$ cat src/rtl/branch_predictor.sv
// ---------------------------------------------------------------------------
// branch_predictor
//   IF-stage gshare direction predictor with a direct-mapped BTB. Lookup is
//   purely combinational on if_pc and current state. Training comes from EX
//   when a control transfer resolves; the GHR is rebuilt from the history
//   carried with that instruction, so a mispredict recovers it for free.
//
// Ports
//   clk, reset            rising-edge clock, async active-high reset
//   if_pc                 PC being fetched
//   pred_taken            next-PC select condition
//   pred_target           BTB target for if_pc's slot (valid or not)
//   btb_hit               BTB slot valid and tag match
//   pred_ghr              GHR used for this lookup, travels with the insn
//   update_*              EX resolution info (PC, carried ghr/prediction)
//   actual_taken/_target  resolved outcome
//   mispredict            same-cycle flush request to hazard logic
// ---------------------------------------------------------------------------

// One BTB slot: valid bit, tag and target. Only written on a taken update.
module bp_btb_entry #(
  parameter int DATA_WIDTH = 32,
  parameter int TAG_W      = 26
) (
  input  logic                  clk,
  input  logic                  reset,
  input  logic                  wr_en_i,
  input  logic [TAG_W-1:0]      wr_tag_i,
  input  logic [DATA_WIDTH-1:0] wr_target_i,
  output logic                  valid_o,
  output logic [TAG_W-1:0]      tag_o,
  output logic [DATA_WIDTH-1:0] target_o
);
  logic                  valid_q;
  logic [TAG_W-1:0]      tag_q;
  logic [DATA_WIDTH-1:0] target_q;

  always_ff @(posedge clk or posedge reset) begin
    if (reset) begin
      valid_q  <= 1'b0;
      tag_q    <= '0;
      target_q <= '0;
    end else if (wr_en_i) begin
      valid_q  <= 1'b1;
      tag_q    <= wr_tag_i;
      target_q <= wr_target_i;
    end
  end

  assign valid_o  = valid_q;
  assign tag_o    = tag_q;
  assign target_o = target_q;
endmodule

// One BHT slot: 2-bit saturating counter, resets to weakly not-taken.
module bp_bht_ctr (
  input  logic       clk,
  input  logic       reset,
  input  logic       upd_en_i,
  input  logic       taken_i,
  output logic [1:0] ctr_o
);
  logic [1:0] ctr_q, ctr_d;

  always_comb begin
    ctr_d = ctr_q;
    if (upd_en_i) begin
      if (taken_i && (ctr_q != 2'b11))       ctr_d = ctr_q + 2'd1;
      else if (!taken_i && (ctr_q != 2'b00)) ctr_d = ctr_q - 2'd1;
    end
  end

  always_ff @(posedge clk or posedge reset) begin
    if (reset) ctr_q <= 2'b01;
    else       ctr_q <= ctr_d;
  end

  assign ctr_o = ctr_q;
endmodule

module branch_predictor #(
  parameter int DATA_WIDTH = 32,
  parameter int INDEX_BITS = 4,
  parameter int HIST_BITS  = 4   // must equal INDEX_BITS (gshare XOR)
) (
  input  logic                  clk,
  input  logic                  reset,
  input  logic [DATA_WIDTH-1:0] if_pc,
  output logic                  pred_taken,
  output logic [DATA_WIDTH-1:0] pred_target,
  output logic                  btb_hit,
  output logic [HIST_BITS-1:0]  pred_ghr,
  input  logic                  update_valid,
  input  logic [DATA_WIDTH-1:0] update_pc,
  input  logic [HIST_BITS-1:0]  update_ghr,
  input  logic                  update_pred_taken,
  input  logic [DATA_WIDTH-1:0] update_pred_target,
  input  logic                  actual_taken,
  input  logic [DATA_WIDTH-1:0] actual_target,
  output logic                  mispredict
);
  localparam int ENTRIES = 1 << INDEX_BITS;
  localparam int TAG_W   = DATA_WIDTH - INDEX_BITS - 2;

  // Per-entry state, flattened for indexed reads
  logic [ENTRIES-1:0]                 btb_valid;
  logic [ENTRIES-1:0][TAG_W-1:0]      btb_tag;
  logic [ENTRIES-1:0][DATA_WIDTH-1:0] btb_target;
  logic [ENTRIES-1:0][1:0]            bht_ctr;
  logic [ENTRIES-1:0]                 btb_we;
  logic [ENTRIES-1:0]                 bht_we;

  logic [HIST_BITS-1:0]  ghr_q, ghr_d;

  // Lookup side
  logic [INDEX_BITS-1:0] lk_btb_idx, lk_bht_idx;
  logic [TAG_W-1:0]      lk_tag;
  // Update side
  logic [INDEX_BITS-1:0] up_btb_idx, up_bht_idx;
  logic [TAG_W-1:0]      up_tag;

  assign lk_btb_idx = if_pc[INDEX_BITS+1:2];
  assign lk_tag     = if_pc[DATA_WIDTH-1:INDEX_BITS+2];
  assign lk_bht_idx = lk_btb_idx ^ INDEX_BITS'(ghr_q);

  assign up_btb_idx = update_pc[INDEX_BITS+1:2];
  assign up_tag     = update_pc[DATA_WIDTH-1:INDEX_BITS+2];
  // Index with the history the branch was predicted under, not current ghr
  assign up_bht_idx = up_btb_idx ^ INDEX_BITS'(update_ghr);

  // Reads see pre-update state; writes land at the edge (no bypass)
  assign btb_hit     = btb_valid[lk_btb_idx] && (btb_tag[lk_btb_idx] == lk_tag);
  assign pred_taken  = btb_hit && bht_ctr[lk_bht_idx][1];
  assign pred_target = btb_target[lk_btb_idx];
  assign pred_ghr    = ghr_q;

  assign mispredict = update_valid &&
                      ((update_pred_taken != actual_taken) ||
                       (actual_taken && (update_pred_target != actual_target)));

  // Not-taken updates never touch the BTB, so stale entries survive
  always_comb begin
    btb_we = '0;
    bht_we = '0;
    for (int i = 0; i < ENTRIES; i++) begin
      btb_we[i] = update_valid && actual_taken && (up_btb_idx == INDEX_BITS'(i));
      bht_we[i] = update_valid && (up_bht_idx == INDEX_BITS'(i));
    end
  end

  genvar gi;
  generate
    for (gi = 0; gi < ENTRIES; gi++) begin : g_entry
      bp_btb_entry #(
        .DATA_WIDTH (DATA_WIDTH),
        .TAG_W      (TAG_W)
      ) u_btb (
        .clk         (clk),
        .reset       (reset),
        .wr_en_i     (btb_we[gi]),
        .wr_tag_i    (up_tag),
        .wr_target_i (actual_target),
        .valid_o     (btb_valid[gi]),
        .tag_o       (btb_tag[gi]),
        .target_o    (btb_target[gi])
      );

      bp_bht_ctr u_bht (
        .clk      (clk),
        .reset    (reset),
        .upd_en_i (bht_we[gi]),
        .taken_i  (actual_taken),
        .ctr_o    (bht_ctr[gi])
      );
    end
  endgenerate

  // Rebuilt from the carried history so a flush restores the correct path
  always_comb begin
    ghr_d = ghr_q;
    if (update_valid) ghr_d = {update_ghr[HIST_BITS-2:0], actual_taken};
  end

  always_ff @(posedge clk or posedge reset) begin
    if (reset) ghr_q <= '0;
    else       ghr_q <= ghr_d;
  end

  // Byte-offset bits and the history MSB shifted out are intentionally unused
  logic unused_bits;
  assign unused_bits = ^{if_pc[1:0], update_pc[1:0], update_ghr[HIST_BITS-1]};
endmodule
$ cat config.mk
export PLATFORM = sky130hd
export DESIGN_NAME = branch_predictor
export DESIGN_NICKNAME = d
export VERILOG_FILES = /design/src/rtl/branch_predictor.sv
export SDC_FILE = /design/constraint.sdc
export NUM_CORES = 2
export LEC_CHECK = 0
export ABC_AREA = 1
export CAP_MARGIN = 20
export CORE_AREA = 8 8 418 318
export DETAILED_ROUTE_END_ITERATION = 6
export DIE_AREA = 0 0 426 326
export DONT_BUFFER_PORTS = 1
export PLACE_DENSITY = 0.53
export SYNTH_ARGS = -nofsm -noshare
export SYNTH_HDL_FRONTEND = slang
export SYNTH_SLANG_ARGS = --single-unit
$ cat constraint.sdc
create_clock -name clk -period 58.6 [get_ports clk]
set_input_delay 5.86 -clock clk [delete_from_list [all_inputs] [get_ports clk]]
set_output_delay 5.86 -clock clk [all_outputs]
set_load 0.005 [all_outputs]
# Word level (Yosys, flattened, before mapping)

Index checks and enable logic that the tools add are counted.

Multipliers: 0
$add $sub $neg: 32
Reduce and logical (&&, ||, !) cells: 121
Divide/modulo/power cells: 0
Order comparisons: 2
Muxes and demuxes: 40
Shifts and indexed selects: 0
Bitwise operators: 2
Eq/ne operators: 49

Operators with widths:

| kind                                                       | number |
|---|---|
| binary-select mux 32 bit (select 4 bit)                    | 1 |
| binary-select mux 26 bit (select 4 bit)                    | 1 |
| logical AND 1 bit                                          | 69 |
| 2-to-1 mux 2 bit                                           | 33 |
| == test 4 bit, second input constant                       | 16 |
| nonzero test 2 bit                                         | 32 |
| adder 2 x 1 -> 2 bit, second input constant                | 16 |
| == test 4 x 3 -> 1 bit, second input constant              | 8 |
| 2-to-1 mux 32 bit                                          | 1 |
| inequality test 2 bit, second input constant               | 16 |
| inequality test 32 bit                                     | 1 |
| AND reduction 2 bit                                        | 16 |
| subtractor 2 x 1 -> 2 bit, second input constant           | 16 |
| == test 26 bit                                             | 1 |
| 2-to-1 mux 26 bit                                          | 1 |
| == test 4 x 2 -> 1 bit, second input constant              | 4 |
| less-than comparator 4 x 5 -> 1 bit, second input constant | 2 |
| binary-select mux 2 bit (select 4 bit)                     | 1 |
| == test 4 x 1 -> 1 bit, second input constant              | 2 |
| logical NOT 4 bit                                          | 2 |
| XOR 4 bit                                                  | 2 |
| binary-select mux 1 bit (select 4 bit)                     | 1 |
| logical NOT 1 bit                                          | 1 |
| logical OR 1 bit                                           | 1 |
| other kinds (2)                                            | 2 |

Memories: 0
Input port bits: 137
Logic and storage cells: 311
Bits in writable memories: 0
Output and inout bits: 39
Bits in latches: 0
Memory bits (read-only): 0
Flip-flop bits (word level): 980

# Longest topological paths before layout

Depth in word-level cells: 5
Depth in mapped cells: 18
Mapped depth without buffers: 16

# By module

Synthesis repeated with hierarchy kept, for this count alone.

Cells, all modules: 6,519
Area total of the unflattened synthesis: 48,033.6 sq um

Modules (own cells, without submodules):

| module           | instances | sequential area each (sq um) | cells an instance | area an instance (sq um) |
|---|---|---|---|---|
| bp_btb_entry     | 16        | 1,476.4                      | 249               | 2,235.9 |
| branch_predictor | 1         | 100.1                        | 2,311             | 10,657.7 |
| bp_bht_ctr       | 16        | 51.3                         | 14                | 100.1 |

# Least setup slack after synthesis

No wires, ideal clock.

Path type: input port to output port
Start point: input port if_pc[3]
End point: output port pred_taken
Setup slack: 45.564 ns
Cell stages on the path: 13
Buffers on the path: 3
Data arrival time: 7.176 ns
Required time: 52.740 ns
Path through: buf_4 > buf_2 > buf_2 > o21ai_0 > o211ai_1 > nand3_1 > nand2_1 > nand2_1 > nand2_1 > nand3_1 > nor2_1 > nand2_1 > nor2_1

Word-level cells in the longest chain between the ends: 5
Elaborated cells between the ends (all ways): 10
Classes of those cells: eq/ne (1); mux (6); bitwise (1); reduce/logical (2)

Ends and longest elaborated chain:

| what                                    | RTL line | RTL |
|---|---|---|
| start: declaration                      | 88       | `input logic [DATA_WIDTH-1:0] if_pc,` |
| binary-select mux 26 bit (select 4 bit) | 132      | `assign btb_hit = btb_valid[lk_btb_idx] && (btb_tag[lk_btb_idx] == lk_tag);` |
| 2-to-1 mux 26 bit (not written as such) | 132      |  |
| == test 26 bit                          | 132      |  |
| logical AND 1 bit                       | 132      |  |
| logical AND 1 bit *                     | 133      | `assign pred_taken = btb_hit && bht_ctr[lk_bht_idx][1];` |
| end: declaration                        | 89       | `output logic pred_taken,` |

Mark *: on every way between the ends. The rest lies on a longest branch, timed or not. The select of a mux whose other input is x is not followed.

# Worst setup path in the final report

Start point: input port if_pc[2]
End point: output port pred_taken

Same word-level chain as after synthesis.

==> tab_implementation.tex <==
\begin{tabular}{lr}
\hline
Metric & Value \\
\hline
\multicolumn{2}{l}{\textbf{Global route}} \\
\quad Number of antenna violations at the first check in global routing & 13 \\
\quad First-pass GRT wire length & 224 mm \\
\quad Number of global-route vias before repair & 35.1k \\
\quad Largest net degree at the start of global routing & 499 \\
\quad Global route overflow & 0 \\
\quad Global Route Usage Sum & 20.6\% \\
\multicolumn{2}{l}{\textbf{Place}} \\
\quad Cell Area, Placed & 0.0459 mm2 \\
\quad Minimum setup slack after placement & 43.36 ns \\
\quad HPWL after DPL & 73.0 mm \\
\quad Post-placement cell count & 6865 \\
\quad Total of buffers placed on input and output ports & 0 \\
\quad Global placement routability congestion & 0.756 \\
\multicolumn{2}{l}{\textbf{Finish}} \\
\quad Synth-to-Final Area Change & 10.2\% \\
\quad Layout cells sized above 1 & 5.07\% \\
\quad Footprint of the multi-input gates & 0.0177 mm2 \\
\quad NumNets Final & 5446 \\
\quad Reg area & 0.0245 mm2 \\
\quad Final-layout fill cell count & 13.0k \\
\quad Final cell count without fillers & 7074 \\
\quad Cell area after layout & 0.0498 mm2 \\
\multicolumn{2}{l}{\textbf{Floorplan}} \\
\quad Number of standard-cell rows in the floorplan & 113 \\
\quad X dimension of the die & 426 um \\
\quad Ports placed on the boundary & 176 \\
\quad Standard cell core area & 0.126 mm2 \\
\quad Initial standard-cell utilization of the core & 35.9\% \\
\quad Vert. Die Dim & 326 um \\
\quad Die area & 0.139 mm2 \\
\multicolumn{2}{l}{\textbf{Pwr}} \\
\quad Proportion of power drawn by the clock network & 39.4\% \\
\quad Part of the total power dissipated in combinational logic & 13.0\% \\
\quad Int Pwr & 0.00134 W \\
\quad Worst vdd ir & 25.0 uV \\
\quad Switching Power & 0.000510 W \\
\quad Net switching fraction of the power & 27.7\% \\
\quad Total leakage power & 23.3 nW \\
\quad Sequential cell fraction of total power & 47.6\% \\
\quad Pwr/cell area & 37.1 mW/mm2 \\
\multicolumn{2}{l}{\textbf{Critical path}} \\
\quad Startpoint type of the worst setup path & primary input \\
\quad Class of the most critical setup path & primary input to primary output \\
\quad Arrival @ worst endpoint & 9.66 ns \\
\quad Required arrival time at the worst endpoint & 52.74 ns \\
\quad Maximum net fanout on the critical path & 498 \\
\quad Critical Path Sink Type & primary output \\
\multicolumn{2}{l}{\textbf{Timing}} \\
\quad Final hold slack & 0.451 ns \\
\quad Fin worst setup slack & 43.08 ns \\
\quad Pins over their slew limit & 0 \\
\quad Setup tns final & 0 ns \\
\quad Tightest Pin Transition & 1.10 ns \\
\quad Fin Clk Skew & 0.0108 ns \\
\quad Unrepaired setup endpoints after global routing & no \\
\quad Worst slew slack as a fraction of its limit & 26.4\% \\
\quad Final count of hold timing violations & 0 \\
\quad Final Critical Period & 15.52 ns \\
\quad Final critical-path share of the clock period & 26.5\% \\
\quad Setup violations, final & 0 \\
\quad Highest clock frequency the design can meet & 64.4 MHz \\
\multicolumn{2}{l}{\textbf{Detailed routing}} \\
\quad First-iteration detailed-routing DRC count & 3362 \\
\quad First-pass DRT Iterations & 6 \\
\quad Routed met2 length & 65.4 mm \\
\quad Average via count per standard cell & 5.23 \\
\quad Routed wire length & 145 mm \\
\quad Routed metal-1 wire length & 68.1 mm \\
\quad Residual DRC & 0 \\
\quad Antenna Violating Nets Remaining & 0 \\
\quad DR WL met3 & 7.78 mm \\
\quad Average wire length per cell after detail routing & 20.5 um \\
\quad Top Metal Used & met5 \\
\quad Total via count in the routed design & 37.0k \\
\multicolumn{2}{l}{\textbf{Synth}} \\
\quad Share of flip-flops with an asynchronous set or reset after synthesis & 100\% \\
\quad Number of distinct library cells after synthesis & 38 \\
\quad Number of storage elements in the synthesis netlist & 980 \\
\quad Synth Warn \# & 0 \\
\quad Net count of the mapped netlist & 5749 \\
\quad Netlist area before placement & 0.0452 mm2 \\
\quad Top FF cell, synth & dfrtp\_1 \\
\quad Number of flops mapped to enable cells by yosys & 0 \\
\quad Cells after synthesis & 5612 \\
\quad Sequential cell area fraction in the yosys report & 54.4\% \\
\quad Average cell area after synthesis & 8.05 um2 \\
\multicolumn{2}{l}{\textbf{CTS}} \\
\quad Clock buffer count from CTS & 107 \\
\quad Root Buffer Master & clkbuf\_16 \\
\quad Clock sinks & 980 \\
\quad CTS clk-pin slew, worst paths & 0.06 ns \\
\quad H-tree depth reported by CTS & 3 \\
\quad Cts-stage hold buffer count & 0 \\
\quad Cells resized by post-CTS repair & 0 \\
\quad TritonCTS clock tree & done \\
\quad Postcts setup bufs & 0 \\
\quad Max Root-Sink Buffers & 3 \\
\quad Skew-Pair Late Insertion Delay & 0.72 ns \\
\multicolumn{2}{l}{\textbf{Run}} \\
\quad Max Cap Violations & 0 \\
\multicolumn{2}{l}{\textbf{Run status}} \\
\quad Run status & completed \\
\multicolumn{2}{l}{\textbf{Min path}} \\
\quad Class of the most critical hold timing path & register to register \\
\hline
\end{tabular}
[layout by cell type, fill, tap and decap left out, drive strengths merged]
cell	instances
diode	7
nand3	292
dfrtp	964
clkbuf	147
o221a	1
clkinvlp	8
a221oi	2
o22ai	37
a2111oi	1
nor3	5
and3	1
nor2	394
bufinv	13
o21ai	1301
inv	314
xnor2	11
a211oi	2
xor2	7
buf	39
clkinv	33
nor4	2
a21oi	28
nand2	1603
maj3	4
o211ai	60
o2111ai	3
nand3b	6
o221ai	95
a22oi	2
dfstp	16
or2	9
[power by group through the flow]
stage	Clock, W	Sequential (W)	Combinational [W]
after global routing	0.000769	0.000895	0.000287
final	0.000728	0.000878	0.000240
after global placement	0	0.000884	0.000236
after floorplan	0	0.000875	0.000201
after detailed placement	0	0.000887	0.000242
after CTS	0.000743	0.000877	0.000242
[cells in the mapped netlist, types with 2 or more instances]
| cell type | number | area [um2] |
|---|---|---|
| xnor2_1 | 11 | 96.3 |
| buf_1 | 28 | 105 |
| o21ai_0 | 1290 | 6460 |
| maj3_1 | 4 | 40.0 |
| dfstp_2 | 16 | 420 |
| or2_1 | 4 | 25.0 |
| o21ai_1 | 11 | 55.1 |
| or2_2 | 4 | 25.0 |
| nor2_1 | 394 | 1480 |
| nand3_1 | 292 | 1460 |
| o22ai_1 | 37 | 231 |
| a221oi_1 | 2 | 17.5 |
| dfrtp_1 | 964 | 24100 |
| xor2_1 | 7 | 61.3 |
| a22oi_1 | 2 | 15.0 |
| o2111ai_1 | 3 | 26.3 |
| o211ai_1 | 60 | 450 |
| buf_2 | 100 | 500 |
| buf_4 | 9 | 67.6 |
| nor3_1 | 4 | 20.0 |
| inv_2 | 5 | 18.8 |
| a21oi_1 | 28 | 140 |
| nand2_1 | 1602 | 6010 |
| nor4_1 | 2 | 12.5 |
| clkbuf_1 | 312 | 1170 |
| inv_1 | 309 | 1160 |
| o221ai_1 | 95 | 832 |
| nand3b_1 | 6 | 45.0 |
| a211oi_1 | 2 | 15.0 |
[logic make-up after synthesis]
family | after synthesis | share of synthesized area [%]
AO/OA/AOI/OAI | 1532 | 18.3
XOR/XNOR | 18 | 0.349
adder cells (fa/ha/maj) | 4 | 0.0887
buffers and inverters | 766 | 6.74
flip-flops | 980 | 54.4
AND/OR/NAND/NOR | 2312 | 20.2
[per-layer routing]
| metal | up-vias | track usage (%) |
|---|---|---|
| met5 | - | 0 |
| li1 | 17800 | - |
| met4 | 2 | 5.72 |
| met3 | 208 | 3.20 |
| met2 | 928 | 32.4 |
| met1 | 18000 | 29.5 |
[stage by stage]
step | total power (W) | utilization [%]
after floorplan | 0.00108 | -
after global placement | 0.00112 | 36.4
after detailed placement | 0.00113 | 36.4
after CTS | 0.00186 | 39.5
after global routing | 0.00195 | 39.5
final | 0.00185 | 39.5
[cell type report]
type,instances,share of cell area [%]
Antenna cell,7,0.0352
Clock buffer,147,6.29
Clock inverter,53,1.40
Inverter,315,2.43
Multi-Input combinational cell,3866,35.6
Sequential cell,980,49.3
Tap cell,1667,4.19
Timing Repair Buffer,39,0.694
[worst paths after layout]
path / to / from / cells past startpoint / slack, ns
max: pred_taken / if_pc[2] / 16 / 43.08
min: g_entry[7].u_btb.valid_o / g_entry[7].u_btb.valid_o / 2 / 0.45
max reg2reg: g_entry[10].u_bht.ctr_o[0] / g_entry[10].u_bht.ctr_o[1] / 3 / 57.58
min reg2reg: g_entry[7].u_btb.valid_o / g_entry[7].u_btb.valid_o / 2 / 0.45
max in group asynchronous: g_entry[7].u_btb.tag_o[15] / reset / 4 / 50.55
min in group asynchronous: g_entry[12].u_btb.target_o[11] / reset / 1 / 5.07
[worst max-delay path: stages]
cell,delay (ns)
inv_8,0.75
buf_12,0.69
nand2_1,0.10
nand2_1,0.10
nand2_1,0.06
nand3_1,0.13
nand3_1,0.11
nand2_1,0.08
nand2_1,0.05
nand2_1,0.26
nand2_1,0.09
nor2_1,0.11
nand2_1,0.05
nor2_1,0.22
nand2_1,0.33
nor2_1,0.25
[registers in the layout, summed over array words and instances (netlist names)]
signal                  flops
g_entry.u_btb.valid_o      16
g_entry.u_btb.target_o    512
pred_ghr                    4
g_entry.u_bht.ctr_o        32
g_entry.u_btb.tag_o       416
(Power assumes the default switching activity.)
